$ cat src/rtl/bcd_pkg.sv
// Shared types and constants for the sequential binary-to-BCD converter.
//   bcd_digit_t    : one packed BCD digit
//   state_t        : converter FSM states
//   BCD_ADJ_THRESH : digit value at or above which the add-3 adjust applies
//   BCD_ADJ_ADD    : adjust amount applied before each shift
//   SEG_BLANK      : active-low 7-segment pattern for a blanked digit,
//                    used downstream together with blank_mask
//                    (BIN2BCD_BLANK_EN builds)
package bcd_pkg;

  typedef logic [3:0] bcd_digit_t;

  typedef enum logic [1:0] {
    IDLE  = 2'd0,
    SHIFT = 2'd1,
    DONE  = 2'd2
  } state_t;

  localparam bcd_digit_t BCD_ADJ_THRESH = 4'd5;
  localparam bcd_digit_t BCD_ADJ_ADD    = 4'd3;
  localparam logic [6:0] SEG_BLANK      = 7'b1111111;

endpackage

$ cat src/rtl/bin_to_bcd_seq_if.sv
// Handshake bundle between a binary source and bin_to_bcd_seq.
//   start, bin_in         : request and operand (source -> converter)
//   busy, done            : conversion status (converter -> source)
//   bcd_out, overflow     : registered result (converter -> source)
//   blank_mask            : leading-zero blanking mask, present only when
//                           BIN2BCD_BLANK_EN is defined
// master = binary source side, slave = converter side.
interface bin_to_bcd_seq_if #(
  parameter int BIN_W  = 8,
  parameter int DIGITS = 3
);

  logic                  start;
  logic [BIN_W-1:0]      bin_in;
  logic                  busy;
  logic                  done;
  logic [4*DIGITS-1:0]   bcd_out;
  logic                  overflow;
`ifdef BIN2BCD_BLANK_EN
  logic [DIGITS-1:0]     blank_mask;
`endif

  modport master (
    output start,
    output bin_in,
    input  busy,
    input  done,
    input  bcd_out,
`ifdef BIN2BCD_BLANK_EN
    input  blank_mask,
`endif
    input  overflow
  );

  modport slave (
    input  start,
    input  bin_in,
    output busy,
    output done,
    output bcd_out,
`ifdef BIN2BCD_BLANK_EN
    output blank_mask,
`endif
    output overflow
  );

endinterface

$ cat src/rtl/bcd_add3.sv
// Combinational double-dabble digit adjust: adds 3 when the digit is 5 or
// more, so that the following left shift carries correctly into the next
// decimal digit. 4-bit in, 4-bit out, no carry between digits.
//   d_in  : BCD digit before adjust
//   d_out : adjusted digit
module bcd_add3
  import bcd_pkg::*;
(
  input  bcd_digit_t d_in,
  output bcd_digit_t d_out
);

  assign d_out = (d_in >= BCD_ADJ_THRESH) ? (d_in + BCD_ADJ_ADD) : d_in;

endmodule

$ cat src/rtl/bin_to_bcd_seq.sv
// Sequential binary-to-BCD converter (shift-add-3, one bit per clock).
//   clk   : system clock, rising edge
//   rst_n : asynchronous active-low reset
//   bus   : bin_to_bcd_seq_if slave (start/bin_in in; busy/done/bcd_out/
//           overflow out; blank_mask out when BIN2BCD_BLANK_EN is defined)
// Optional feature macro: BIN2BCD_BLANK_EN adds the registered blank_mask.
//
// state | meaning
// IDLE  | waiting for start; operand is latched on acceptance
// SHIFT | one adjust+shift per cycle, BIN_W cycles
// DONE  | result visible, done pulses for this single cycle
module bin_to_bcd_seq
  import bcd_pkg::*;
#(
  parameter int BIN_W  = 8,
  parameter int DIGITS = 3
) (
  input  logic            clk,
  input  logic            rst_n,
  bin_to_bcd_seq_if.slave bus
);

  localparam int BCD_W = 4 * DIGITS;
  localparam int CNT_W = $clog2(BIN_W + 1);

  state_t             state_q, state_d;
  logic [CNT_W-1:0]   cnt_q, cnt_d;
  logic [BIN_W-1:0]   shift_q, shift_d;
  logic [BCD_W-1:0]   work_q, work_d;
  logic               acc_q, acc_d;
  logic [BCD_W-1:0]   bcd_q, bcd_d;
  logic               ovf_q, ovf_d;

  logic [BCD_W-1:0]   work_adj;
  logic [BCD_W-1:0]   work_next;
  logic [BIN_W-1:0]   shift_next;
  logic               carry_out;

  for (genvar g = 0; g < DIGITS; g++) begin : gen_adj
    bcd_add3 u_add3 (
      .d_in  (work_q[4*g +: 4]),
      .d_out (work_adj[4*g +: 4])
    );
  end

  assign work_next  = {work_adj[BCD_W-2:0], shift_q[BIN_W-1]};
  assign carry_out  = work_adj[BCD_W-1];
  assign shift_next = shift_q << 1;

`ifdef BIN2BCD_BLANK_EN
  logic [DIGITS-1:0] blank_q, blank_d, blank_next;

  // Bit i set when digit i and every digit above it are zero; bit 0 stays 0.
  always_comb begin : blank_calc
    logic all_zero;
    all_zero   = 1'b1;
    blank_next = '0;
    for (int i = DIGITS - 1; i >= 1; i--) begin
      all_zero      = all_zero & (work_next[4*i +: 4] == 4'd0);
      blank_next[i] = all_zero;
    end
  end
`endif

  always_comb begin
    state_d = state_q;
    cnt_d   = cnt_q;
    shift_d = shift_q;
    work_d  = work_q;
    acc_d   = acc_q;
    bcd_d   = bcd_q;
    ovf_d   = ovf_q;
`ifdef BIN2BCD_BLANK_EN
    blank_d = blank_q;
`endif
    case (state_q)
      IDLE: begin
        if (bus.start) begin
          shift_d = bus.bin_in;
          work_d  = '0;
          acc_d   = 1'b0;
          cnt_d   = CNT_W'(BIN_W);
          state_d = SHIFT;
        end
      end
      SHIFT: begin
        shift_d = shift_next;
        work_d  = work_next;
        acc_d   = acc_q | carry_out;
        cnt_d   = cnt_q - CNT_W'(1);
        if (cnt_q == CNT_W'(1)) begin
          // Result registers load on the last shift so they are already
          // valid in the DONE cycle, alongside the done pulse.
          bcd_d   = work_next;
          ovf_d   = acc_q | carry_out;
`ifdef BIN2BCD_BLANK_EN
          blank_d = blank_next;
`endif
          state_d = DONE;
        end
      end
      DONE: begin
        state_d = IDLE;
      end
      default: begin
        state_d = IDLE;
      end
    endcase
  end

  always_ff @(posedge clk or negedge rst_n) begin
    if (!rst_n) begin
      state_q <= IDLE;
      cnt_q   <= '0;
      shift_q <= '0;
      work_q  <= '0;
      acc_q   <= 1'b0;
      bcd_q   <= '0;
      ovf_q   <= 1'b0;
`ifdef BIN2BCD_BLANK_EN
      blank_q <= '0;
`endif
    end else begin
      state_q <= state_d;
      cnt_q   <= cnt_d;
      shift_q <= shift_d;
      work_q  <= work_d;
      acc_q   <= acc_d;
      bcd_q   <= bcd_d;
      ovf_q   <= ovf_d;
`ifdef BIN2BCD_BLANK_EN
      blank_q <= blank_d;
`endif
    end
  end

  assign bus.busy     = (state_q == SHIFT);
  assign bus.done     = (state_q == DONE);
  assign bus.bcd_out  = bcd_q;
  assign bus.overflow = ovf_q;
`ifdef BIN2BCD_BLANK_EN
  assign bus.blank_mask = blank_q;
`endif

endmodule

$ cat src/flat_wrapper.sv
// flat-port wrapper written by rule: the top's interface ports become plain ports
module bin_to_bcd_seq_flat import bcd_pkg::*;
#(
  parameter int BIN_W  = 8,
  parameter int DIGITS = 3
)
  (clk, rst_n, bus_start, bus_bin_in, bus_busy, bus_done, bus_bcd_out, bus_overflow);
  bin_to_bcd_seq_if #(.BIN_W(BIN_W), .DIGITS(DIGITS)) bus_i ();
  input  logic clk;
  input  logic rst_n;
  input wire logic [$bits(bus_i.start)-1:0] bus_start;
  input wire logic [$bits(bus_i.bin_in)-1:0] bus_bin_in;
  output wire logic [$bits(bus_i.busy)-1:0] bus_busy;
  output wire logic [$bits(bus_i.done)-1:0] bus_done;
  output wire logic [$bits(bus_i.bcd_out)-1:0] bus_bcd_out;
  output wire logic [$bits(bus_i.overflow)-1:0] bus_overflow;
  assign bus_i.start = bus_start;
  assign bus_i.bin_in = bus_bin_in;
  assign bus_busy = bus_i.busy;
  assign bus_done = bus_i.done;
  assign bus_bcd_out = bus_i.bcd_out;
  assign bus_overflow = bus_i.overflow;
  bin_to_bcd_seq #(.BIN_W(BIN_W), .DIGITS(DIGITS)) u_core (.clk(clk), .rst_n(rst_n), .bus(bus_i));
endmodule
$ cat config.mk
export PLATFORM = sky130hd
export DESIGN_NAME = bin_to_bcd_seq_flat
export DESIGN_NICKNAME = d
export VERILOG_FILES = /design/src/rtl/bcd_pkg.sv /design/src/rtl/bin_to_bcd_seq_if.sv /design/src/rtl/bcd_add3.sv /design/src/rtl/bin_to_bcd_seq.sv /design/src/flat_wrapper.sv
export SDC_FILE = /design/constraint.sdc
export NUM_CORES = 1
export LEC_CHECK = 0
export ABC_AREA = 1
export ABC_CLOCK_PERIOD_IN_PS = 1200
export BUFFER_PORTS_ARGS = -buffer_cell sky130_fd_sc_hd__buf_2
export CAP_MARGIN = 20
export CORE_MARGIN = 10
export CORE_UTILIZATION = 51
export CTS_CLUSTER_DIAMETER = 100
export CTS_CLUSTER_SIZE = 12
export DETAILED_ROUTE_END_ITERATION = 16
export MAX_ROUTING_LAYER = met4
export PLACE_DENSITY = 0.75
export SKIP_CTS_REPAIR_TIMING = 1
export SLEW_MARGIN = 15
export SYNTH_ARGS = -nofsm -noshare
export SYNTH_HDL_FRONTEND = slang
export SYNTH_SLANG_ARGS = --single-unit
$ cat constraint.sdc
create_clock -name clk -period 1.2 [get_ports clk]
set_input_delay 0.24 -clock clk [delete_from_list [all_inputs] [get_ports clk]]
set_output_delay 0.24 -clock clk [all_outputs]
set_load 0.03 [all_outputs]
Yosys cells after proc, flatten, opt, wreduce, memory -nomap -nowiden
Cells that the tools add are included.
- add/sub/neg operators: 4
- multipliers: 0
- div/mod/pow operators: 0
- $lt $le $gt $ge: 3
- equal/unequal tests: 5
- shifts and indexed selects: 0
- multiplexer cells: 14
- bitwise gates (word level): 1
- reductions and logical operators: 5
- operator list (cell ; number):
    $pmux W12 S2 ; 1
    $mux W4 ; 4
    $pmux W8 S2 ; 1
    $add A4 B2 Y4 const B ; 3
    $ge A4 B3 Y1 const B ; 3
    $mux W12 ; 1
    $mux W8 ; 1
    $pmux W4 S2 ; 1
    $reduce_and A2 Y1 ; 3
    $eq A4 B1 Y1 const B ; 1
    $mux W2 ; 2
    $pmux W2 S2 ; 1
    $sub A4 B1 Y4 const B ; 1
    $eq A2 B1 Y1 const B ; 1
    $eq A2 B2 Y1 const B ; 1
    $logic_not A2 Y1 ; 1
    $ne A2 B1 Y1 const B ; 1
    $ne A2 B2 Y1 const B ; 1
    $pmux W1 S2 ; 1
    $reduce_bool A2 Y1 ; 1
    $mux W1 ; 1
    $or A1 B1 Y1 ; 1
- bits in registers: 40
- latch bits: 0
- bits in writable memories: 0
- memory bits (read-only): 0
- input port bits: 11
- output and inout port bits: 15
- logic and storage cells: 39
- memories: 0

Longest topological paths before layout
Gate-level depths: netlist (run 1).
- word-level depth: 4
- gate-level depth with buffers: 10
- gate-level depth less buffers: 10

By module
From an unflattened synthesis (run 1), not the netlist that was laid out.
- cells, all modules: 269
- area, all modules: 2168.3 sq um
- modules (own cells, without submodules) (module ; instances ; cells an instance ; area an instance (sq um) ; sequential area each (sq um)):
    bin_to_bcd_seq ; 1 ; 200 ; 1762.9 ; 1001.0
    bcd_add3 ; 3 ; 23 ; 135.1 ; 0.0

Least setup slack after synthesis (run 1)
Ideal clock, no wire load.
- path type: register to register
- start point: register u_core.cnt_q[1]
- end point: register u_core.bcd_q[4] (netlist: u_core.bus.bcd_out[4])
- setup time: 118 ps
- data arrival time: 1095 ps
- required time: 1082 ps
- path slack: -12 ps
- stages on the path, launching flop included: 9
- path buffers: 1
- period minus slack after synthesis: 1212 ps
- path through: dfrtp_1 > inv_1 > ha_1 > nand3_1 > nor2_4 > inv_2 > buf_6 > nand2_1 > nand2_1
- cells in the longest elaborated chain, start to end: 2
- ends and longest elaborated chain (what ; line ; RTL):
    start, declared ; bin_to_bcd_seq.sv:27 ; logic [CNT_W-1:0] cnt_q, cnt_d;
    start signal, assigned ; bin_to_bcd_seq.sv:125 ; cnt_q <= cnt_d;
    $eq A4 B1 Y1 ; bin_to_bcd_seq.sv:91 ; if (cnt_q == CNT_W'(1)) begin
    $reduce_and A2 Y1 (no source line) ; - ;
    end signal, assigned ; bin_to_bcd_seq.sv:118 ; bcd_q <= '0;
    end signal, assigned ; bin_to_bcd_seq.sv:129 ; bcd_q <= bcd_d;
    end, declared ; bin_to_bcd_seq.sv:31 ; logic [BCD_W-1:0] bcd_q, bcd_d;
No other way between the ends.
A chain may end at the register's enable or synchronous reset.

Worst setup path after layout (run 1)
- start point: register u_core.work_q[4]
- end point: register u_core.bcd_q[8] (netlist: u_core.bus.bcd_out[8])
- cells in the longest elaborated chain, start to end: 2
- elaborated cells on any way between the ends: 3
- those cells by class: 1 x add/sub; 1 x order compare; 1 x mux
- ends and longest elaborated chain (what ; line ; RTL):
    start, declared ; bin_to_bcd_seq.sv:29 ; logic [BCD_W-1:0] work_q, work_d;
    start signal, assigned ; bin_to_bcd_seq.sv:127 ; work_q <= work_d;
    $add A4 B2 Y4 / $ge A4 B3 Y1 (equally long branches) ; bcd_add3.sv:13 ; assign d_out = (d_in >= BCD_ADJ_THRESH) ? (d_in + BCD_ADJ_ADD) : d_in;
    $mux W4 * ; bcd_add3.sv:13 ;
Every way passes the cells marked *; elsewhere a longest branch is shown, timed or not.

==> impl_metrics.ini, run 1 <==
[outcome]
outcome = complete, but fails checks
violations = negative setup slack

[place]
dp_hpwl_mm = 2.99
place.gp.congestion = 0.934
dpl-instance-area_sq_um = 2270
dp_slack_ns = -0.112
io_buffers = 25

[sta]
fin_worst_skew_ns = 0.0140
grt_setup_unrepaired = yes
setup_tns_ns = -0.951
fin_ws_ns = -0.0959
finalSetupViolations = 20
worstMarginPinSlew_ns = 0.305
relSlewSlack_pct = 79.7
period_needed_ns = 1.30
fmax_mhz = 772
post-route-period-util_pct = 108
final_max_slew_viol_count = 0
hold_viol_final = 0

[floorplanning]
io_pins = 26
initial_core_util_pct = 53.5
die-area_sq_um = 6800
fp.coreArea_sq_um = 3720
dieHeight_microns = 82.4
die_w_microns = 82.4
rows = 22

[routing]
wl_mm = 5.25
viasPerCell = 5.35
firstDrtPassIters = 4
detail-route-antenna-nets = 0
first_iter_violations = 168
wl_per_cell_microns = 15.1
dr_total_vias = 1863
drc = 0

[clock_network]
worstSkewPairLatency_ns = 0.30
cts-root-buf = clkbuf_8
clkSinkCount = 40
clkTransAtPathRegs_ns = 0.08
cts_tree = yes
cts_buffer_depth = 2
numCtsBuffers = 5
cts_max_level = 2

[global_routing]
grt_max_degree = 41
overflow = 0
antenna_found_initial = 0
grt_pass1_wl_mm = 7.29
grt_pass1_vias = 1649
grt_usage_pct = 14.2

[power_and_ir_drop]
p_leak_uw = 0.00142
power_density_nw_per_um2 = 3130
irDropWorstVdd_mv = 1.54

[cells_and_area]
nNetsFinal = 318
finalInstanceArea_sq_um = 2790
final_common_cell = nand2_1
final_cell_mix = nand2_1, dfrtp_1, buf_4
nFillCells = 251
diodes = 0
area_growth_pct = 40.5
drive_gt1_share_pct = 42.3

[yosys]
ys_seq_area_share_pct = 50.3
synth_area_sq_um = 1990
ys_warn_count = 0
syn_inst = 244
yosysUniqueCellTypes = 22
synth_area_per_cell_sq_um = 8.15
synthesis.nets = 263
synth_seq_cells = 40

[worst_hold_path]
hp-class = primary input to flip-flop

[critical_path]
endpoint_kind = flip-flop
arrival_ns = 1.53
critPathMaxFanout = 4
critPathKind = flip-flop to flip-flop
crit_path_start_kind = flip-flop
required_ns = 1.43

[flow_run]
cap_violations = 0
==> state kept, by name (all words and copies together) (netlist names) <==
register             cells
u_core.work_q           12
u_core.cnt_q             4
u_core.bus.bcd_out      12
u_core.bus.overflow      1
u_core.acc_q             1
u_core.shift_q           8
u_core.state_q           2
==> stage by stage <==
| step | power [uW] | util [%] | hold WS, ns | cells |
|---|---|---|---|---|
| finish | 8740 | 75.2 | 0.165 | 348 |
| global route | 9380 | 75.2 | 0.208 | 348 |
| CTS | 7130 | 63.5 | -0.0887 | 336 |
| detailed placement | 6200 | 61.1 | 0.230 | 328 |
| global placement | 6090 | 61.1 | 0.225 | 328 |
| floorplan | 5060 | - | -0.0556 | 244 |
==> final timing paths <==
| path | cells past startpoint | slack [ns] | from | to |
|---|---|---|---|---|
| max in group asynchronous | 3 | 0.56 | rst_n | u_core.shift_q[7] |
| min in group asynchronous | 3 | 0.42 | rst_n | u_core.bus.bcd_out[3] |
| min reg2reg | 2 | 0.48 | u_core.bus.bcd_out[1] | u_core.bus.bcd_out[1] |
| max | 7 | -0.1 | u_core.work_q[4] | u_core.bus.bcd_out[8] |
| max reg2reg | 7 | -0.1 | u_core.work_q[4] | u_core.bus.bcd_out[8] |
| min | 3 | 0.17 | bus_bin_in[0] | u_core.shift_q[0] |
==> critical path: stages (launching register included) <==
cell     delay (ns)
dfrtp_2        0.44
inv_2          0.08
ha_4           0.17
nand2_2        0.09
nand2_4        0.09
o21ai_2        0.19
nand2_1        0.09
nand2_1        0.08
==> logic make-up after synthesis <==
group                      after synthesis  share of synthesized area [%]
and+or+nand+nor                        129                           27.7
DFF                                     40                           50.3
AOI/OAI and AO/OA                       34                           9.13
buffers and inverters                   33                           7.80
adders and majority gates                8                           5.03
==> layer usage <==
layer,up-vias,part of all wire (%),global-route usage [%]
met4,0,1.7,5.95
li1,897,-,-
met1,897,44,16.8
met2,59,48,21.9
met3,10,5.6,4.54
met5,-,0,-
==> synth_stat cells (all sizes together) <==
| master | instances | area, sq um |
|---|---|---|
| dfrtp | 40 | 1000 |
| o22ai | 6 | 37.5 |
| o21ai | 26 | 134 |
| nor2 | 16 | 67.6 |
| a21oi | 2 | 10.0 |
| nand3 | 26 | 130 |
| buf | 7 | 55.1 |
| inv | 26 | 100 |
| nand2 | 83 | 329 |
| ha | 8 | 100 |
| nor3 | 1 | 5.00 |
| nand4 | 2 | 12.5 |
| or2 | 1 | 6.26 |
==> power by group <==
| part | internal (uW) | leakage [uW] | switching (uW) |
|---|---|---|---|
| registers | 2010 | 0.000488 | 476 |
| clock network | 469 | 0.0000455 | 462 |
| logic | 2110 | 0.000883 | 3210 |
| total | 4590 | 0.00142 | 4150 |
==> area by class of cell <==
class / instances / area [sq um] / area share [%]
Inverter: 26 / 110 / 3.94
Multi-Input combinational cell: 172 / 1160 / 41.4
Tap cell: 48 / 60.1 / 2.15
Timing Repair Buffer: 54 / 374 / 13.4
Sequential cell: 40 / 1000 / 35.9
Clock buffer: 8 / 90.1 / 3.23
(Power assumes the default switching activity.)
==> run 2, diff against run 1 <==
- ABC_AREA: 1 -> 0
- CORE_UTILIZATION: 51 -> 53
- CTS_BUF_LIST: unset -> sky130_fd_sc_hd__clkbuf_4
- PLACE_DENSITY: 0.75 -> 0.77
==> impl_metrics.ini, run 2 <==
[routing]
dr_total_vias = 1735
detail-route-antenna-nets = 0
wl_mm = 5.66
viasPerCell = 5.61
drc = 0
first_iter_violations = 125
wl_per_cell_microns = 18.3
firstDrtPassIters = 4

[yosys]
synth-simple-area-share_pct = 14.9
yosysMostFrequentCell = dfrtp_1
syn_inst = 191
synth_top_family_by_area = compound AO/OA/AOI/OAI gates
yosysTopAreaCell = dfrtp_1
synth_area_sq_um = 1930
synth_seq_cells = 40
ys.flop_type = dfrtp_1
synth_fa_ha_area_share_pct = 5.20
muxShareOfSynthArea_pct = 5.85
synthesis.nets = 210
synth_top_area_share_pct = 52.0
synthTopCellsByArea = dfrtp_1, o21ai_0, nand2_1, ha_1, mux2i_1
yosysUniqueCellTypes = 32
ys_warn_count = 0
ys_seq_area_share_pct = 52.0
synth-async-reset-ratio_pct = 100
synthXorXnorAreaFrac_pct = 1.36
synth_common_cells = dfrtp_1, nand2_1, o21ai_0
synth_area_per_cell_sq_um = 10.1
synth_compound_area_share_pct = 15.7
synth_edf_count = 0

[global_routing]
grt_pass1_wl_mm = 7.64
antenna_found_initial = 0
grt_usage_pct = 15.1
grt_max_degree = 41
overflow = 0
grt_pass1_vias = 1721

[cells_and_area]
diodes = 0
area_growth_pct = 56.1
nNetsFinal = 281
final_cell_mix = dfrtp_1, buf_4, nand2_1
nFillCells = 158
layout.cells.non_filler = 309
final_common_cell = dfrtp_1
drive_gt1_share_pct = 52.5

[sta]
hold_slack_ns = 0.120
finalSetupViolations = 42
fmax_mhz = 655
fin_ws_ns = -0.327
hold_viol_final = 0
relSlewSlack_pct = 76.1
worstMarginPinSlew_ns = 0.356
fin_worst_skew_ns = 0.00912
grt_setup_unrepaired = yes
period_needed_ns = 1.53
post-route-period-util_pct = 127
final_max_slew_viol_count = 0

[power_and_ir_drop]
power_frac_comb_pct = 64.0
irDropWorstVdd_mv = 1.73
p_leak_uw = 0.00138
sequentialPowerShare_pct = 28.8
pwr-share-clk_pct = 7.2
power_density_nw_per_um2 = 3010
power.internal_uw = 5110
switching_share_pct = 43.4
switching_power_uw = 3920

[critical_path]
cp_slowest_cell = dfrtp_1
cpPeakStageDelay_ns = 0.42
arrival_ns = 1.78
critPathKind = flip-flop to flip-flop
crit_path_start_kind = flip-flop
endpoint_kind = flip-flop
critPathMaxFanout = 3
rrSetupSlack_ns = -0.33
required_ns = 1.45
path_cells = inv_2 -> ha_4 -> nor3b_4 -> nand2_2 -> inv_4 -> mux2_4

[clock_network]
clkTransAtPathRegs_ns = 0.11
cts_buffer_depth = 2
cts-root-buf = clkbuf_4
numCtsBuffers = 5
cts_tree = yes
clkSinkCount = 40
cts_max_level = 2
worstSkewPairLatency_ns = 0.36

[flow_run]
cap_violations = 0

[floorplanning]
dieHeight_microns = 80.3
io_pins = 26
rows = 21
die-area_sq_um = 6440
die_w_microns = 80.3
fp.coreArea_sq_um = 3420
initial_core_util_pct = 56.4

[worst_hold_path]
hp-class = primary input to flip-flop

[outcome]
outcome = complete, but fails checks
violations = negative setup slack

[place]
dp.cells = 285
io_buffers = 25
dp_hpwl_mm = 3.20
place.gp.congestion = 0.846
## run 2: path summary, 6_finish.rpt
path | depth (start not counted) | startpoint | to
hold reg to reg | 2 | u_core.shift_q[4] | u_core.shift_q[4]
max in group asynchronous | 3 | rst_n | u_core.state_q[0]
setup / recovery | 6 | u_core.cnt_q[1] | u_core.bus.bcd_out[6]
min in group asynchronous | 3 | rst_n | u_core.bus.bcd_out[7]
hold / removal | 3 | bus_bin_in[0] | u_core.shift_q[0]
setup reg to reg | 6 | u_core.cnt_q[1] | u_core.bus.bcd_out[6]
## run 2: power groups by stage
stage / logic, uW / registers [uW] / clock network (uW)
floorplan: 2270 / 2790 / 0
global placement: 3900 / 2410 / 0
detailed placement: 4090 / 2450 / 0
CTS: 4090 / 2430 / 664
global route: 6200 / 2660 / 728
finish: 5780 / 2600 / 651
## run 2: cells by family after synthesis
| logic type | count (synthesis) |
|---|---|
| XOR/XNOR | 3 |
| AND/OR/NAND/NOR | 58 |
| buffers and inverters | 19 |
| adder cells (fa/ha/maj) | 8 |
| flip-flops | 40 |
| multiplexers | 11 |
| AO/OA/AOI/OAI | 52 |
## run 2: critical path: cells and delay by family, from the launching register on
kind / cells / cell delay (ns)
mux: 1 / 0.29
fa+ha+maj: 1 / 0.13
flops: 1 / 0.42
simple gates: 2 / 0.39
buf+inv: 2 / 0.19
## run 2: final cells by class
type	instances	area, sq um	share of cell area (%)
Multi-Input combinational cell	132	1160	38.6
Sequential cell	40	1000	33.4
Timing Repair Buffer	71	681	22.6
Tap cell	46	57.6	1.91
Inverter	12	52.6	1.75
Clock buffer	5	37.5	1.25
Clock inverter	3	13.8	0.458
## run 2: per-layer routing
layer	vias to the layer above	track usage [%]	routed length, microns
li1	797	-	-
met1	874	16.6	2260
met2	51	24.8	3020
met3	13	5.68	287
met4	0	4.93	95
met5	-	-	0
## run 2: per-stage QoR
stage	total power, uW	worst slack, ns	utilization (%)	TNS (ns)	cell area, sq um
after detailed placement	6540	-0.235	71.3	-3.67	2430
after floorplan	5060	-0.146	-	-0.936	2030
final	9040	-0.327	88.0	-6.43	3010
after global routing	9590	-0.398	88.0	-8.81	3010
after CTS	7190	-0.337	72.8	-5.22	2490
after global placement	6310	-0.136	71.3	-1.94	2430
==> run 3, diff against run 2 <==
- PLACE_DENSITY: 0.77 -> 0.84
==> impl_metrics.ini, run 3 (synthesized netlist as in run 2, its figures left out) <==
[cells_and_area]
diodes = 0
fin_util_pct = 90.0
layout.cells.non_filler = 321
final_cell_mix = buf_4, dfrtp_1, nand2_1
finalInstanceArea_sq_um = 3070
nNetsFinal = 293
area_growth_pct = 59.6
final_common_cell = buf_4
drive_gt1_share_pct = 56.4

[place]
dp.cells = 284
io_buffers = 25
dpl-instance-area_sq_um = 2400
place.gp.congestion = 0.825
dp_hpwl_mm = 3.17

[clock_network]
cts_buffer_depth = 2
clkTransAtPathRegs_ns = 0.12
numCtsBuffers = 5
worstSkewPairLatency_ns = 0.39
cts-root-buf = clkbuf_4
cts_tree = yes
cts_max_level = 2
clkSinkCount = 40

[sta]
worstMarginPinSlew_ns = 0.399
relSlewSlack_pct = 73.2
post-route-period-util_pct = 128
hold_viol_final = 0
grt_setup_unrepaired = yes
fin_ws_ns = -0.338
fin_worst_skew_ns = 0.0197
setup_tns_ns = -6.53
period_needed_ns = 1.54
finalSetupViolations = 46
fmax_mhz = 650
final_max_slew_viol_count = 0

[critical_path]
critPathMaxFanout = 3
required_ns = 1.52
rrSetupSlack_ns = -0.34
critPathKind = flip-flop to flip-flop
worstSetupEndpoint = u_core.bus.bcd_out[6]
rr_endpoint = u_core.bus.bcd_out[6]
worstSetupStartpoint = u_core.work_q[5]
arrival_ns = 1.85
crit_path_start_kind = flip-flop
ff2ff_path_depth = 6
endpoint_kind = flip-flop
r2r_start = u_core.work_q[5]

[routing]
first_iter_violations = 203
firstDrtPassIters = 7
detail-route-antenna-nets = 0
wl_mm = 6.68
dr_total_vias = 1914
drc = 0
viasPerCell = 5.96
wl_per_cell_microns = 20.8

[global_routing]
grt_max_degree = 41
grt_busiest_layer = met2
grt_use_met3_pct = 4.12
antenna_found_initial = 0
grt_pass1_vias = 1615
grt_use_met1_pct = 15.9
overflow = 0
grt_usage_pct = 14.5
grt_pass1_wl_mm = 7.26
use_met2_pct = 24.4

[power_and_ir_drop]
irDropWorstVdd_mv = 1.63
power_density_nw_per_um2 = 3210
p_leak_uw = 0.00145

[outcome]
violations = negative setup slack
outcome = complete, but fails checks

[worst_hold_path]
hp-class = primary input to flip-flop

[floorplanning]
fp.coreArea_sq_um = 3420
die-area_sq_um = 6440
io_pins = 26
die_w_microns = 80.3
initial_core_util_pct = 56.4
dieHeight_microns = 80.3
rows = 21

[flow_run]
cap_violations = 0
-- run 3: cell count changes in the layout (fill, tap and decap cells not counted), sizes merged --
cell    previous run  this run
buf               66        79
bufinv             0         1
clkinv             4         1
inv               11        12
-- run 3: area by class of cell --
class / count / area [sq um]
Inverter: 12 / 50.0
Clock inverter: 2 / 35.0
Fill cell: 146 / 342
Clock buffer: 6 / 45.0
Sequential cell: 40 / 1000
Tap cell: 46 / 57.6
Multi-Input combinational cell: 132 / 1170
Timing Repair Buffer: 83 / 716
-- run 3: stage by stage --
stage          total power [uW]  hold slack, ns  setup WS (ns)
5_1_grt                   10300           0.113         -0.371
6_report                   9850          0.0987         -0.338
2_1_floorplan              5060         -0.0556         -0.146
3_5_place_dp               6410           0.234         -0.217
3_3_place_gp               6200           0.226         -0.152
4_1_cts                    7300          -0.162         -0.418
-- run 3: critical path: stages (launching register included) --
cell      delay, ns
dfrtp_1        0.43
inv_2          0.11
ha_4           0.17
nand2b_4       0.14
a21oi_4        0.17
mux2i_2        0.27
mux2_4         0.19
-- run 3: layer usage --
layer | wire length, microns | share of wire, %
met1 | 2480 | 37
met2 | 3410 | 51
met3 | 509 | 7.6
met4 | 279 | 4.2
met5 | 0 | 0
-- run 3: how the worst min path moves through the flow --
stage | start | to | slack, ns | cells past startpoint
2_1_floorplan | rst_n | u_core.acc_q | -0.06 | 0
3_3_place_gp | rst_n | u_core.bus.bcd_out[9] | 0.23 | 2
3_5_place_dp | rst_n | u_core.bus.bcd_out[7] | 0.23 | 2
4_1_cts | rst_n | u_core.bus.bcd_out[7] | -0.16 | 2
5_1_grt | bus_bin_in[0] | u_core.shift_q[0] | 0.11 | 3
6_report | bus_bin_in[0] | u_core.shift_q[0] | 0.1 | 3
-- run 3: power breakdown --
group          switching, uW  internal [uW]
clock network            491            459
logic                   3210           3130
registers                614           1950
total                   4310           5540
